File: config.mk
export PLATFORM = sky130hd
export DESIGN_NAME = umi_regbank
export DESIGN_NICKNAME = d
export VERILOG_FILES = /design/src/rtl/umi_regbank.sv
export SDC_FILE = /design/constraint.sdc
export NUM_CORES = 2
export LEC_CHECK = 0
export ABC_AREA = 1
export CAP_MARGIN = 40
export CORE_AREA = 2 2 384 386
export DETAILED_ROUTE_END_ITERATION = 7
export DIE_AREA = 0 0 386 388
export MAX_ROUTING_LAYER = met4
export PLACE_DENSITY = 0.58
export SYNTH_ARGS = -nofsm -noshare
export SYNTH_HDL_FRONTEND = slang
export SYNTH_SLANG_ARGS = --single-unit
File: constraint.sdc
create_clock -name clk -period 3.5 [get_ports clk]
set_input_delay 1.05 -clock clk [delete_from_list [all_inputs] [get_ports clk]]
set_output_delay 1.05 -clock clk [all_outputs]
set_load 0.005 [all_outputs]
File: src/rtl/umi_regbank.sv
// -----------------------------------------------------------------------------
// umi_regbank
//
// Register bank fed by the UMI register interface (reg_* bus). It decodes
// single-beat reads and writes into a fixed register map:
//   0 ID (read-only), 1 CTRL, 2 STATUS (sticky, write-1-to-clear),
//   3 IRQMASK, 4 COUNTER (loadable, free-running when CTRL[0]=1),
//   5..NREG-1 general purpose.
// Read data is registered and held until the next read.
//
// Ports:
//   clk, nreset       clock, asynchronous active-low reset
//   reg_addr          byte address; index and byte offset are taken from it
//   reg_write         write strobe, one cycle per access
//   reg_read          read strobe, one cycle per access
//   reg_size          access size, 2^reg_size bytes
//   reg_len           transfer count minus one (only 0 is legal)
//   reg_wrdata        write data, byte-lane aligned to the address
//   reg_rddata        registered read data, held between reads
//   hw_event          event inputs that set STATUS[2 +: NEV]
//   ctrl              CTRL register contents
//   gpreg             GP registers 5..NREG-1 concatenated, register 5 in LSBs
//   irq               registered |(STATUS & IRQMASK)
// -----------------------------------------------------------------------------
module umi_regbank #(
    parameter int              AW    = 64,
    parameter int              RW    = 64,
    parameter int              NREG  = 16,
    parameter int              NEV   = 8,
    parameter logic [RW-1:0]   IDVAL = '0
) (
    input  logic                     clk,
    input  logic                     nreset,
    input  logic [AW-1:0]            reg_addr,
    input  logic                     reg_write,
    input  logic                     reg_read,
    input  logic [2:0]               reg_size,
    input  logic [7:0]               reg_len,
    input  logic [RW-1:0]            reg_wrdata,
    output logic [RW-1:0]            reg_rddata,
    input  logic [NEV-1:0]           hw_event,
    output logic [RW-1:0]            ctrl,
    output logic [(NREG-5)*RW-1:0]   gpreg,
    output logic                     irq
);

    localparam int ALSB  = $clog2(RW / 8);
    localparam int IW    = $clog2(NREG);
    localparam int NB    = RW / 8;
    localparam int NGP   = NREG - 5;
    localparam int NSTAT = 2 + NEV;

    logic [IW-1:0]           index;
    logic [ALSB-1:0]         offset;
    logic                    legal;
    logic [RW-1:0]           wmask;
    logic [RW-1:0]           wdata_m;
    logic                    wr_ok;
    logic                    err_pulse;
    logic                    cnt_wr;
    logic                    ovf_pulse;
    logic [NSTAT-1:0]        status;
    logic [NSTAT-1:0]        w1c_mask;
    logic [NSTAT-1:0]        set_vec;
    logic [RW-1:0]           irqmask;
    logic [RW-1:0]           counter;
    logic [NGP-1:0][RW-1:0]  gp;
    logic [IW-1:0]           gp_sel;
    logic [RW-1:0]           rd_val;

    assign index  = reg_addr[ALSB +: IW];
    assign offset = reg_addr[ALSB-1:0];
    assign gp_sel = index - IW'(5);

    // Legality check and byte-lane mask for the current access.
    // NOTE: every variable assigned in always_comb gets a default first so no
    // path leaves it unassigned, which would infer a latch.
    always_comb begin
        int sz;
        int off;
        sz    = 1 << int'(reg_size);
        off   = int'(offset);
        legal = (int'(reg_size) <= ALSB) && ((off & (sz - 1)) == 0) &&
                (reg_len == 8'd0);
        wmask = '0;
        for (int b = 0; b < NB; b++) begin
            wmask[b*8 +: 8] = {8{legal && (b >= off) && (b < off + sz)}};
        end
    end

    assign wdata_m   = reg_wrdata & wmask;
    assign wr_ok     = reg_write & legal;
    assign err_pulse = (reg_write | reg_read) & ~legal;
    assign cnt_wr    = wr_ok && (index == IW'(4));
    // Overflow only on a real increment: a load in the same cycle suppresses it.
    assign ovf_pulse = ~cnt_wr & ctrl[0] & (&counter);
    assign w1c_mask  = (wr_ok && index == IW'(2)) ? wdata_m[NSTAT-1:0] : '0;
    assign set_vec   = {hw_event, ovf_pulse, err_pulse};

    // Byte-enabled merge of the write data into an existing register value.
    function automatic logic [RW-1:0] merge(input logic [RW-1:0] old);
        return (old & ~wmask) | wdata_m;
    endfunction

    // Full-width read value, independent of access size and offset.
    always_comb begin
        rd_val = '0;
        case (int'(index))
            0:       rd_val = IDVAL;
            1:       rd_val = ctrl;
            2:       rd_val = RW'(status);
            3:       rd_val = irqmask;
            4:       rd_val = counter;
            default: rd_val = gp[gp_sel];
        endcase
    end

    // NOTE: state is updated only with non-blocking assignments so every
    // right-hand side sees pre-edge values (reads return pre-write data).
    always_ff @(posedge clk or negedge nreset) begin
        if (!nreset) begin
            reg_rddata <= '0;
            ctrl       <= '0;
            status     <= '0;
            irqmask    <= '0;
            counter    <= '0;
            // NOTE: the GP array is a handful of flops with a defined reset
            // value, not a RAM, so it is cleared along with everything else.
            gp         <= '0;
            irq        <= 1'b0;
        end else begin
            if (reg_read) begin
                reg_rddata <= legal ? rd_val : '0;
            end
            if (wr_ok && index == IW'(1)) begin
                ctrl <= merge(ctrl);
            end
            if (wr_ok && index == IW'(3)) begin
                irqmask <= merge(irqmask);
            end
            if (cnt_wr) begin
                counter <= merge(counter);
            end else if (ctrl[0]) begin
                counter <= counter + RW'(1);
            end
            // Set wins over a same-cycle clear.
            status <= (status & ~w1c_mask) | set_vec;
            for (int i = 0; i < NGP; i++) begin
                if (wr_ok && index == IW'(i + 5)) begin
                    gp[i] <= merge(gp[i]);
                end
            end
            irq <= |(RW'(status) & irqmask);
        end
    end

    assign gpreg = gp;

endmodule

Yosys cells after proc, flatten, opt, wreduce, memory -nomap -nowiden
Index checks and enable logic that the tools add are counted.

Memory bits (read-only): 0. Bits in latches: 0. Input port bits: 151. Memories kept: 0. Register bits: 971. Word-level logic and storage cells: 141. RAM bits: 0. Output and inout port bits: 833.

Reduce and logical (&&, ||, !) cells: 38. Multipliers: 0. Equality and inequality tests: 15. Bitwise logic cells: 42. $add $sub $neg: 4. Shift-type cells: 1. Div/mod/pow operators: 0. Multiplexer cells: 7. $lt $le $gt $ge: 17.

Operator list (number): $and A64 B64 Y64 (15); $or A64 B64 Y64 (14); $pmux W64 S5 (1); $bmux W64 S4 (1); $mux W64 (4); $lt A4 B32 Y1 const A (4); $add A64 B1 Y64 const B (1); $and A10 B64 Y64 (1); $lt A3 B32 Y1 const A (2); $not A64 Y64 (1); $reduce_and A64 Y1 (1); $reduce_or A64 Y1 (1); $add A4 B32 Y32 (1); $and A4 B32 Y32 (1); $eq A4 B4 Y1 const B (8); $logic_and A1 B1 Y1 (32); $logic_not A32 Y1 (1); $lt A1 B32 Y1 const A (1); $lt A2 B32 Y1 const A (1); $shl A1 B3 Y32 const A (1); $sub A32 B2 Y32 const B (1); $eq A4 B3 Y1 const B (4); $and A10 B10 Y10 (1); $mux W10 (1); 16 further kinds (25).

Longest topological paths before layout
Depth after elaboration: 13. Depth in mapped cells: 17. Mapped depth without buffers: 16.

Worst setup path after synthesis
OpenSTA, ideal clock, no wires.

Path type: input-to-reg. Start: input reg_addr[3]. End: register with a tool-made name. Setup slack: -0.026 ns. Path buffers: 4. Data arrival time: 3.409 ns. Data required time: 3.383 ns. Library setup time: 0.117 ns. Cell stages on the path: 15. Cells stage by stage: clkbuf_1 clkinv_1 clkbuf_1 clkbuf_1 ha_1 inv_1 nor2_2 inv_1 nor2_1 buf_2 nand3_1 nand2_1 inv_1 nand2_1 nand2_1.

RTL lines: start, declared (line 34) `input logic [AW-1:0] reg_addr,`.

==> results by group <==
Status
  • Status: finished clean

Layout
  • Filler cells: 14,500
  • Multi-input gate area: 0.0200 mm²
  • Final instance area: 0.0656 mm²
  • Fin util: 0.452
  • Final #Nets: 7,302
  • Layout cell share with drive strength beyond 1: 0.0860
  • Register area: 0.0243 mm²
  • Area growth from synthesis to layout: 40.5%
  • Finished Layout Cells: 9,176

Routing
  • DR vias: 48,000
  • Wirelength per Cell: 24.5 µm
  • Routed wire length: 225,000 µm
  • Drt initial violations: 4,720
  • DR pass1 iterations: 8
  • Remaining routing DRC violations: 0
  • Drt via density: 5.23
  • Antenna Nets Post-Route: 0

Floorplanning
  • Initial Util: 0.322
  • Core area: 0.145 mm²
  • Die area: 0.150 mm²
  • Die height: 388 µm
  • Ports: 984
  • Die width: 386 µm
  • Num rows: 140

Timing
  • Final hold vios: 0
  • Clock skew: 0.0303 ns
  • Fmax: 305 MHz
  • Slew headroom: 0.386
  • Slew of the pin with the lowest slew margin: 0.922 ns
  • Max-slew violation count: 0
  • Unrepaired setup endpoints after global routing: true
  • Fin crit period: 3.28 ns
  • Final period util: 0.938
  • Setup Viol. Count Final: 0

Pwr
  • Maximum vdd drop: 0.360 mV
  • Design Power: 26.5 mW
  • Power Density: 403 mW/mm²
  • P_leak: 28.5 nW

Critical path
  • Critical path origin: reg_size[1]
  • Crit path cell chain: clkdlybuf4s50_1, buf_4, nor3_1, inv_1, fa_1, inv_1, nand2_1, nand2_1, inv_1, nor2_2, nand2_1, buf_12, buf_4, and3_1, nand2_1, o21ai_0
  • Crit path max-delay family: simple AND/OR/NAND/NOR gates
  • Worst path arrival time: 3.90 ns
  • Reg2reg setup slack: 1.02 ns
  • Buf+Inv Stages, Crit Path: 7
  • Startpoint types: input port
  • Crit path depth: 16
  • Setup crit end kind: flip-flop
  • Required time of the critical path: 4.12 ns
  • CP Class: in -> reg
  • Worst Path Max Fanout: 8
  • CP most frequent cell: nand2_1
  • Worst r2r path cells: 10
  • Highest-delay cell along the critical path: fa_1
  • Slowest stage delay, CP: 0.45 ns

Clock tree
  • Hold-fix buffers, CTS: 0
  • CTS sink count: 971
  • Post-CTS Setup Bufs: 0
  • Clock transition at path regs: 0.06 ns
  • Cts bufs inserted: 111
  • Worst-skew pair later-pin latency: 0.75 ns
  • Root buffer cell: clkbuf_16
  • Clock Path Buffers: 3
  • H-tree Lvls: 3
  • CTS tree: built

Global routing
  • Total track usage: 0.303
  • Vias in the first global route: 46,300
  • Antenna violations before repair: 28
  • First-pass GRT wire length: 325,000 µm
  • Grt ovf: 0
  • Largest net degree at the start of global routing: 147

Yosys
  • Flops & latches, synth: 971
  • Mapped Avg Cell Area: 7.64 µm²
  • Yosys cell types: 42
  • Register area share after synthesis: 0.520
  • Mapped Cells: 6,111
  • Syn. warnings: 0
  • Syn Nets: 6,272
  • Mapped Area: 0.0467 mm²

Place
  • Post-DP HPWL: 169,000 µm
  • DP Area: 0.0615 mm²
  • Routability congestion estimate: 0.964
  • Dpl cells: 8,945
  • Port Buf Inserts: 926

Worst hold path
  • HP Class: in -> async

Flow run
  • Max cap viols: 0
report_power, final:
| part | internal [mW] | switching, mW | total (mW) |
|---|---|---|---|
| combinational | 0.699 | 1.64 | 2.34 |
| clock | 7.75 | 5.04 | 12.8 |
| sequential | 11.3 | 0.0651 | 11.3 |
| total | 19.7 | 6.75 | 26.5 |
cells in the mapped netlist (all sizes together):
master / number / area (µm²)
nand2: 2306 / 8680
dfrtp: 971 / 24300
o21ai: 950 / 4750
clkbuf: 346 / 1300
nor2: 340 / 1330
nand3: 331 / 1670
a21oi: 287 / 1440
inv: 273 / 1020
a41oi: 47 / 412
o31ai: 47 / 353
buf: 40 / 188
nor3: 32 / 170
nand4: 30 / 188
and3: 20 / 125
o211ai: 18 / 135
xnor2: 14 / 123
xor2: 13 / 114
ha: 9 / 113
a22oi: 8 / 60.1
o22ai: 8 / 50.1
nand3b: 4 / 30.0
and2: 3 / 18.8
or2: 3 / 18.8
a221oi: 2 / 17.5
clkinv: 2 / 7.51
o2111ai: 2 / 17.5
a21boi: 1 / 11.3
fa: 1 / 20.0
nor3b: 1 / 7.51
nor4: 1 / 6.26
o21bai: 1 / 7.51
cells in the final DEF (no fill, tap or decap), drive strengths merged, types with 2 or more instances in the layout:
cell           synthesis  layout
o211ai                18      18
nor3                  32      32
clkinv                 2      20
dfrtp                971     971
or2                    3       3
a22oi                  8       8
nand2               2306    2306
a41oi                 47      47
and3                  20      20
buf                   40     379
nor2                 340     340
nand4                 30      30
o22ai                  8       8
o2111ai                2       2
ha                     9       9
clkbuf               346     163
o21ai                950     950
o31ai                 47      47
xor2                  13      13
inv                  273     277
xnor2                 14      14
a21oi                287     287
clkdlybuf4s50          0     924
a221oi                 2       2
and2                   3       3
nand3b                 4       4
bufinv                 0      18
diode                  0      27
nand3                331     331
per-layer routing:
metal / track usage / part of all wire / wire [µm]
met1: 0.372 / 0.40 / 89500
met2: 0.480 / 0.48 / 107000
met3: 0.0616 / 0.079 / 17800
met4: 0.136 / 0.048 / 10700
met5: - / 0 / 0
through the flow:
stage | setup TNS [ns] | setup slack, ns | hold slack, ns
final | 0 | 0.216 | 0.306
after global routing | 0 | 0.00357 | 0.302
after CTS | 0 | 0.143 | 0.271
after detailed placement | -435.22 | -0.650 | 0.464
after global placement | -431.20 | -0.629 | 0.463
after floorplan | 0 | 0.0410 | 0.441
how the worst min path moves through the flow:
stage	start	slack [ns]	to
floorplan	status[8]$_DFF_PN0_	0.44	status[8]$_DFF_PN0_
global placement	status[1]$_DFF_PN0_	0.46	status[1]$_DFF_PN0_
detailed placement	reg_rddata[22]$_DFFE_PN0P_	0.46	reg_rddata[22]$_DFFE_PN0P_
CTS	nreset	0.27	async pin
global route	nreset	0.30	async pin
finish	nreset	0.31	async pin
cells by family (layout without fill, tap and decap cells):
group | count (synthesis) | after routing | share of synthesized area
simple gates | 3071 | 3071 | 0.262
compound gates | 1371 | 1371 | 0.155
flops | 971 | 971 | 0.520
buf+inv | 661 | 1782 | 0.0539
xor+xnor | 27 | 27 | 0.00506
fa+ha+maj | 10 | 10 | 0.00284
other cells | 0 | 27 | 0
cell type report:
cell class	instances	area share
Antenna cell	27	0.00103
Clock inverter	41	0.0111
Clock buffer	163	0.0496
Sequential cell	971	0.370
Multi-Input combinational cell	4479	0.305
Timing Repair Buffer	1303	0.210
Tap cell	1917	0.0366
Inverter	275	0.0160
what timing repair did:
action / CTS / global route
gates resized for setup: 0 / 6
endpoints found under the setup margin: 0 / 205
hold endpoints to repair: 0 / 0
Note: power is estimated with default switching activity, not from simulation.
